## config.mk

```make
export PLATFORM = sky130hd
export DESIGN_NAME = pose_scheduler
export DESIGN_NICKNAME = d
export VERILOG_FILES = /design/src/rtl/pose_scheduler.sv
export SDC_FILE = /design/constraint.sdc
export NUM_CORES = 1
export LEC_CHECK = 0
export CAP_MARGIN = 20
export CORE_ASPECT_RATIO = 1.2
export CORE_MARGIN = 2
export CORE_UTILIZATION = 30
export CTS_CLUSTER_DIAMETER = 120
export DETAILED_ROUTE_END_ITERATION = 8
export MAX_ROUTING_LAYER = met4
export PLACE_DENSITY = 0.49
export SLEW_MARGIN = 20
export SYNTH_ARGS = -nofsm -noshare
export SYNTH_HDL_FRONTEND = slang
export SYNTH_SLANG_ARGS = --single-unit
```

## constraint.sdc

```tcl
create_clock -name i_clk -period 2.7 [get_ports i_clk]
set_input_delay 0.405 -clock i_clk [delete_from_list [all_inputs] [get_ports i_clk]]
set_output_delay 0.405 -clock i_clk [all_outputs]
set_load 0.05 [all_outputs]
```

## src/rtl/pose_scheduler.sv

```systemverilog
// Sprite raster sequencer: walks the sprite rectangle once per frame, dwells, then steps the pose.
// Optional four-step pose cycle (adds the left pose) is enabled by defining POSE_LEFT_EN.
module pose_scheduler #(
    parameter int X0          = 90,
    parameter int Y0          = 70,
    parameter int SPRITE_W    = 128,
    parameter int SPRITE_H    = 120,
    parameter int HOLD_CYCLES = 100000000
) (
    input  logic        i_clk,
    input  logic        i_reset,
    input  logic        i_start,
    input  logic        i_stop,
    output logic [13:0] o_rom_addr,
    output logic [8:0]  o_x,
    output logic [7:0]  o_y,
    output logic        o_plot,
    output logic [1:0]  o_pose_sel,
    output logic        o_busy,
    output logic        o_frame_done
);
    localparam logic [8:0]  COL_LAST  = 9'(SPRITE_W - 1);
    localparam logic [7:0]  ROW_LAST  = 8'(SPRITE_H - 1);
    localparam logic [27:0] HOLD_LAST = 28'(HOLD_CYCLES - 1);

    typedef enum logic [1:0] {
        S_IDLE = 2'd0,
        S_DRAW = 2'd1,
        S_HOLD = 2'd2
    } state_t;

    state_t      r_state;
    state_t      w_next;
    logic [8:0]  r_col;
    logic [7:0]  r_row;
    logic [13:0] r_addr;
    logic [27:0] r_hold;
    logic [1:0]  r_pose;
    logic [8:0]  r_x;
    logic [7:0]  r_y;
    logic        r_plot;
    logic [1:0]  r_pose_sel;
    logic        r_busy;
    logic        r_frame_done;

    logic        w_last_px;
    logic        w_hold_end;
    logic [1:0]  w_pose_next;
    logic [8:0]  w_x;
    logic [7:0]  w_y;

    // The pose index is a step counter; the colour-mux code is derived from it.
    function automatic logic [1:0] pose_to_sel(input logic [1:0] step);
`ifdef POSE_LEFT_EN
        logic [1:0] sel;
        if (step[0] == 1'b0) begin
            sel = 2'd0;
        end else if (step[1] == 1'b0) begin
            sel = 2'd1;
        end else begin
            sel = 2'd2;
        end
        return sel;
`else
        return step;
`endif
    endfunction

    assign w_last_px  = (r_state == S_DRAW) && (r_col == COL_LAST) && (r_row == ROW_LAST);
    assign w_hold_end = (r_state == S_HOLD) && (r_hold == HOLD_LAST);
    assign w_x        = 9'(X0) + r_col;
    assign w_y        = 8'(Y0) + r_row;
`ifdef POSE_LEFT_EN
    assign w_pose_next = r_pose + 2'd1;
`else
    assign w_pose_next = {1'b0, ~r_pose[0]};
`endif

    // State register.
    always_ff @(posedge i_clk) begin
        if (i_reset) begin
            r_state <= S_IDLE;
        end else begin
            r_state <= w_next;
        end
    end

    // Next-state decode; start is only honoured in IDLE, stop only at the end of HOLD.
    always_comb begin
        w_next = r_state;
        case (r_state)
            S_IDLE: begin
                if (i_start) begin
                    w_next = S_DRAW;
                end else begin
                    w_next = S_IDLE;
                end
            end
            S_DRAW: begin
                if (w_last_px) begin
                    w_next = S_HOLD;
                end else begin
                    w_next = S_DRAW;
                end
            end
            S_HOLD: begin
                if (w_hold_end) begin
                    w_next = i_stop ? S_IDLE : S_DRAW;
                end else begin
                    w_next = S_HOLD;
                end
            end
            default: w_next = S_IDLE;
        endcase
    end

    // Draw-stage counters, dwell counter and pose index.
    always_ff @(posedge i_clk) begin
        if (i_reset) begin
            r_col  <= 9'd0;
            r_row  <= 8'd0;
            r_addr <= 14'd0;
            r_hold <= 28'd0;
            r_pose <= 2'd0;
        end else begin
            case (r_state)
                S_IDLE: begin
                    r_col  <= 9'd0;
                    r_row  <= 8'd0;
                    r_addr <= 14'd0;
                    r_hold <= 28'd0;
                    r_pose <= 2'd0;
                end
                S_DRAW: begin
                    r_hold <= 28'd0;
                    if (w_last_px) begin
                        r_col  <= 9'd0;
                        r_row  <= 8'd0;
                        r_addr <= 14'd0;
                    end else if (r_col == COL_LAST) begin
                        r_col  <= 9'd0;
                        r_row  <= r_row + 8'd1;
                        r_addr <= r_addr + 14'd1;
                    end else begin
                        r_col  <= r_col + 9'd1;
                        r_addr <= r_addr + 14'd1;
                    end
                end
                S_HOLD: begin
                    r_col  <= 9'd0;
                    r_row  <= 8'd0;
                    r_addr <= 14'd0;
                    if (w_hold_end) begin
                        r_hold <= 28'd0;
                        r_pose <= i_stop ? 2'd0 : w_pose_next;
                    end else begin
                        r_hold <= r_hold + 28'd1;
                    end
                end
                default: begin
                    r_col  <= 9'd0;
                    r_row  <= 8'd0;
                    r_addr <= 14'd0;
                    r_hold <= 28'd0;
                    r_pose <= 2'd0;
                end
            endcase
        end
    end

    // Output stage delayed one cycle to line up with the registered ROM data.
    always_ff @(posedge i_clk) begin
        if (i_reset) begin
            r_x          <= 9'd0;
            r_y          <= 8'd0;
            r_plot       <= 1'b0;
            r_pose_sel   <= 2'd0;
            r_busy       <= 1'b0;
            r_frame_done <= 1'b0;
        end else begin
            r_plot       <= (r_state == S_DRAW);
            r_x          <= (r_state == S_DRAW) ? w_x : 9'd0;
            r_y          <= (r_state == S_DRAW) ? w_y : 8'd0;
            r_pose_sel   <= (r_state == S_DRAW) ? pose_to_sel(r_pose) : 2'd0;
            r_busy       <= (w_next != S_IDLE);
            r_frame_done <= w_last_px;
        end
    end

    assign o_rom_addr   = r_addr;
    assign o_x          = r_x;
    assign o_y          = r_y;
    assign o_plot       = r_plot;
    assign o_pose_sel   = r_pose_sel;
    assign o_busy       = r_busy;
    assign o_frame_done = r_frame_done;
endmodule

```

==> run summary <==
Status: completed
Final period util: 80.2%
Die height: 123 um
Starting Density: 30.7%
Die Wd: 103 um
Achievable Freq: 462 MHz
Worst Max-Slew Pin Slew: 0.507 ns
Combinational share of power: 3.2%
Port Buffers: 38
Final ANT Viol Nets: 0
Overall die area: 0.0127 mm2
DP Cell Count: 587
Final min period: 2.17 ns
Share of the synthesized area in the top cell type: 47.1%
Clock power frac: 50.0%
XOR/XNOR Fraction of Synth Area: 14.4%
FF/Latch Area: 0.00166 mm2
Setup_tns: 0 ns
# diodes: 0
Compound-Gate Fraction of Synth Area: 2.27%
TritonRoute pass-1 iters: 4
Ys Warns: 0
PwrDens: 607 mW/mm2
Final worst setup slack: 0.534 ns
CTS clk-pin slew, worst paths: 0.06 ns
Sequential-to-total area share from yosys stat: 47.1%
Switching Power: 557 uW
R2R depth: 7
CTS tree: done
TritonCTS buffer count: 9
Routability cong.: 0.784
Largest family of logic cells by synthesized area: simple AND/OR/NAND/NOR gates
Syn nets: 410
Internal power: 2100 uW
Fin. Hold Viols: 0
Core Region: 0.0115 mm2
Multi-input gate area: 0.00173 mm2
Most used DFF post-synth: dfxtp_1
Crit Path Class: flip-flop to flip-flop
Async SR Flop Fraction: 0%
Cell variety after synth: 41
Wirelength per Cell: 11.5 um
First DRT Iteration DRCs: 160
Slew Viols, Final: 0
Area leader, netlist: dfxtp_1
Layout area overhead: 23.9%
Overall routing resource usage: 12.4%
Pin count of the biggest net entering global routing: 21
Most frequent cell after synthesis: nor2_1
Post-synth EDFFs: 0
Hold path cells: 1
Yosys reg bits: 83
Crit-path max FO: 17
Post-DP HPWL: 4970 um
Max-Cap Viols: 0
Post-route insts no fill: 603
Clock tree sinks: 83
Synth Area in Adders: 2.48%
Via-per-instance ratio: 4.53
Post-cts resize count: 0
Startpoint types: flip-flop
Worst hold path type: flip-flop to flip-flop
Filler cells: 1176
Design Area, Final: 0.00437 mm2
Fraction of layout cells with a size suffix above 1: 6.50%
# IOs: 40
Reg power frac: 46.8%
Switching Share: 21.0%
Row count: 43
Clock root buffer: clkbuf_16
CTS Hold Buffers Added: 0
Setup WS pre-CTS: 0.523 ns
Placed Area: 0.00405 mm2
RSZ-0062 raised after global routing: no
P_leak: 0.00150 uW
Post-layout net count: 452
Routed WL: 6930 um
Max transition margin: 66.1%
Maximum vdd drop: 0.319 mV
Crit. End Element: flip-flop
CTS max path bufs: 2
DR vias: 2731
Simple-Gate Fraction of Synth Area: 29.3%
Drt drc: 0
Average cell area after synthesis: 8.85 um2
Worst EP required: 2.92 ns
First-pass GRT wire length: 11800 um
Grt ovf: 0
Synth area leaders: dfxtp_1 47%, nor2_1 9.4%, xnor2_1 7.2%, xor2_1 7.2%, nand3_1 3.8%
Clock Skews: 0.00635 ns
Area of the mapped netlist: 0.00353 mm2
Arrival @ worst endpoint: 2.39 ns
Initial antenna violation count: 0
Setup bufs post-CTS: 0
Vias in the first global route: 2494
Synth cell count leaders: 88 x nor2_1, 83 x dfxtp_1, 29 x xnor2_1, 29 x xor2_1, 28 x nand2_1
Clock H-tree levels: 3
Synth Instances: 399
Mux contribution to synthesized area: 0.602%
Final setup viols: 0
Clock Latency Late Sink: 0.34 ns
## cells by family (layout without fill, tap and decap cells)
group,after synthesis,count (layout)
AO/OA/AOI/OAI,14,14
XOR/XNOR,58,58
adder cells (fa/ha/maj),7,7
buffers and inverters,21,68
flip-flops,83,83
multiplexers,2,2
other,1,1
AND/OR/NAND/NOR,213,213
## layer usage
metal	up-vias	GRT usage, %	wire length [um]
met2	43	19.8	3440
met1	1274	14.0	3120
li1	1404	-	-
met5	-	-	0
met3	10	2.68	219
met4	0	7.40	142
## layout make-up
cell class              count  share of cell area (%)
clock buffers              10                    5.46
clock inverters             6                    2.00
inverters                   8                   0.686
multi-input cells         295                    39.6
flip-flops and latches     83                    38.0
well taps                 157                    4.49
repair buffers             44                    9.73
## critical path: stages (launching register included)
cell	delay [ns]
dfxtp_1	0.38
ha_1	0.26
nand4_1	0.18
or2_2	0.39
nor4_4	0.34
nand2b_1	0.17
buf_4	0.23
o21ai_0	0.10
## registers in the layout (all words and copies together) (netlist names)
| register | cells |
|---|---|
| o_busy | 1 |
| o_frame_done | 1 |
| o_plot | 1 |
| o_pose_sel | 1 |
| o_rom_addr | 14 |
| o_x | 9 |
| o_y | 8 |
| r_col | 9 |
| r_hold | 28 |
| r_pose | 1 |
| r_row | 8 |
| r_state | 2 |
## power groups by stage
stage          registers, uW  logic [uW]  clock network, uW
6_report                1240        86.1               1330
3_3_place_gp            1270        87.1                  0
3_5_place_dp            1270        87.2                  0
4_1_cts                 1240        87.4               1370
2_1_floorplan           1300        25.7                  0
5_1_grt                 1240        92.6               1410
## worst paths after layout
check | start | to | slack, ns
min reg2reg | r_hold[0] | r_hold[0] | 0.47
max | r_hold[0] | r_state[1] | 0.53
max reg2reg | r_hold[0] | r_state[1] | 0.53
min | r_hold[0] | r_hold[0] | 0.47
## through the flow
stage	util [%]	total power, uW	hold WS [ns]
after floorplan	-	1330	0.438
after detailed placement	35.2	1360	0.465
after CTS	38.0	2700	0.480
after global placement	35.2	1360	0.460
after global routing	38.0	2750	0.492
final	38.0	2660	0.472
## cells in the final DEF (no fill, tap or decap), types with 7 or more instances in the layout
cell type,Yosys,final
ha_1,7,7
nor4_1,9,9
xnor2_1,29,29
nand4_1,10,10
inv_1,7,7
nor3_1,11,11
clkbuf_16,0,9
nor2_1,88,88
dfxtp_1,83,83
nand2_1,28,28
and3_1,10,10
xor2_1,29,29
clkdlybuf4s50_1,0,38
nand3_1,27,27
(Power assumes the default switching activity.)
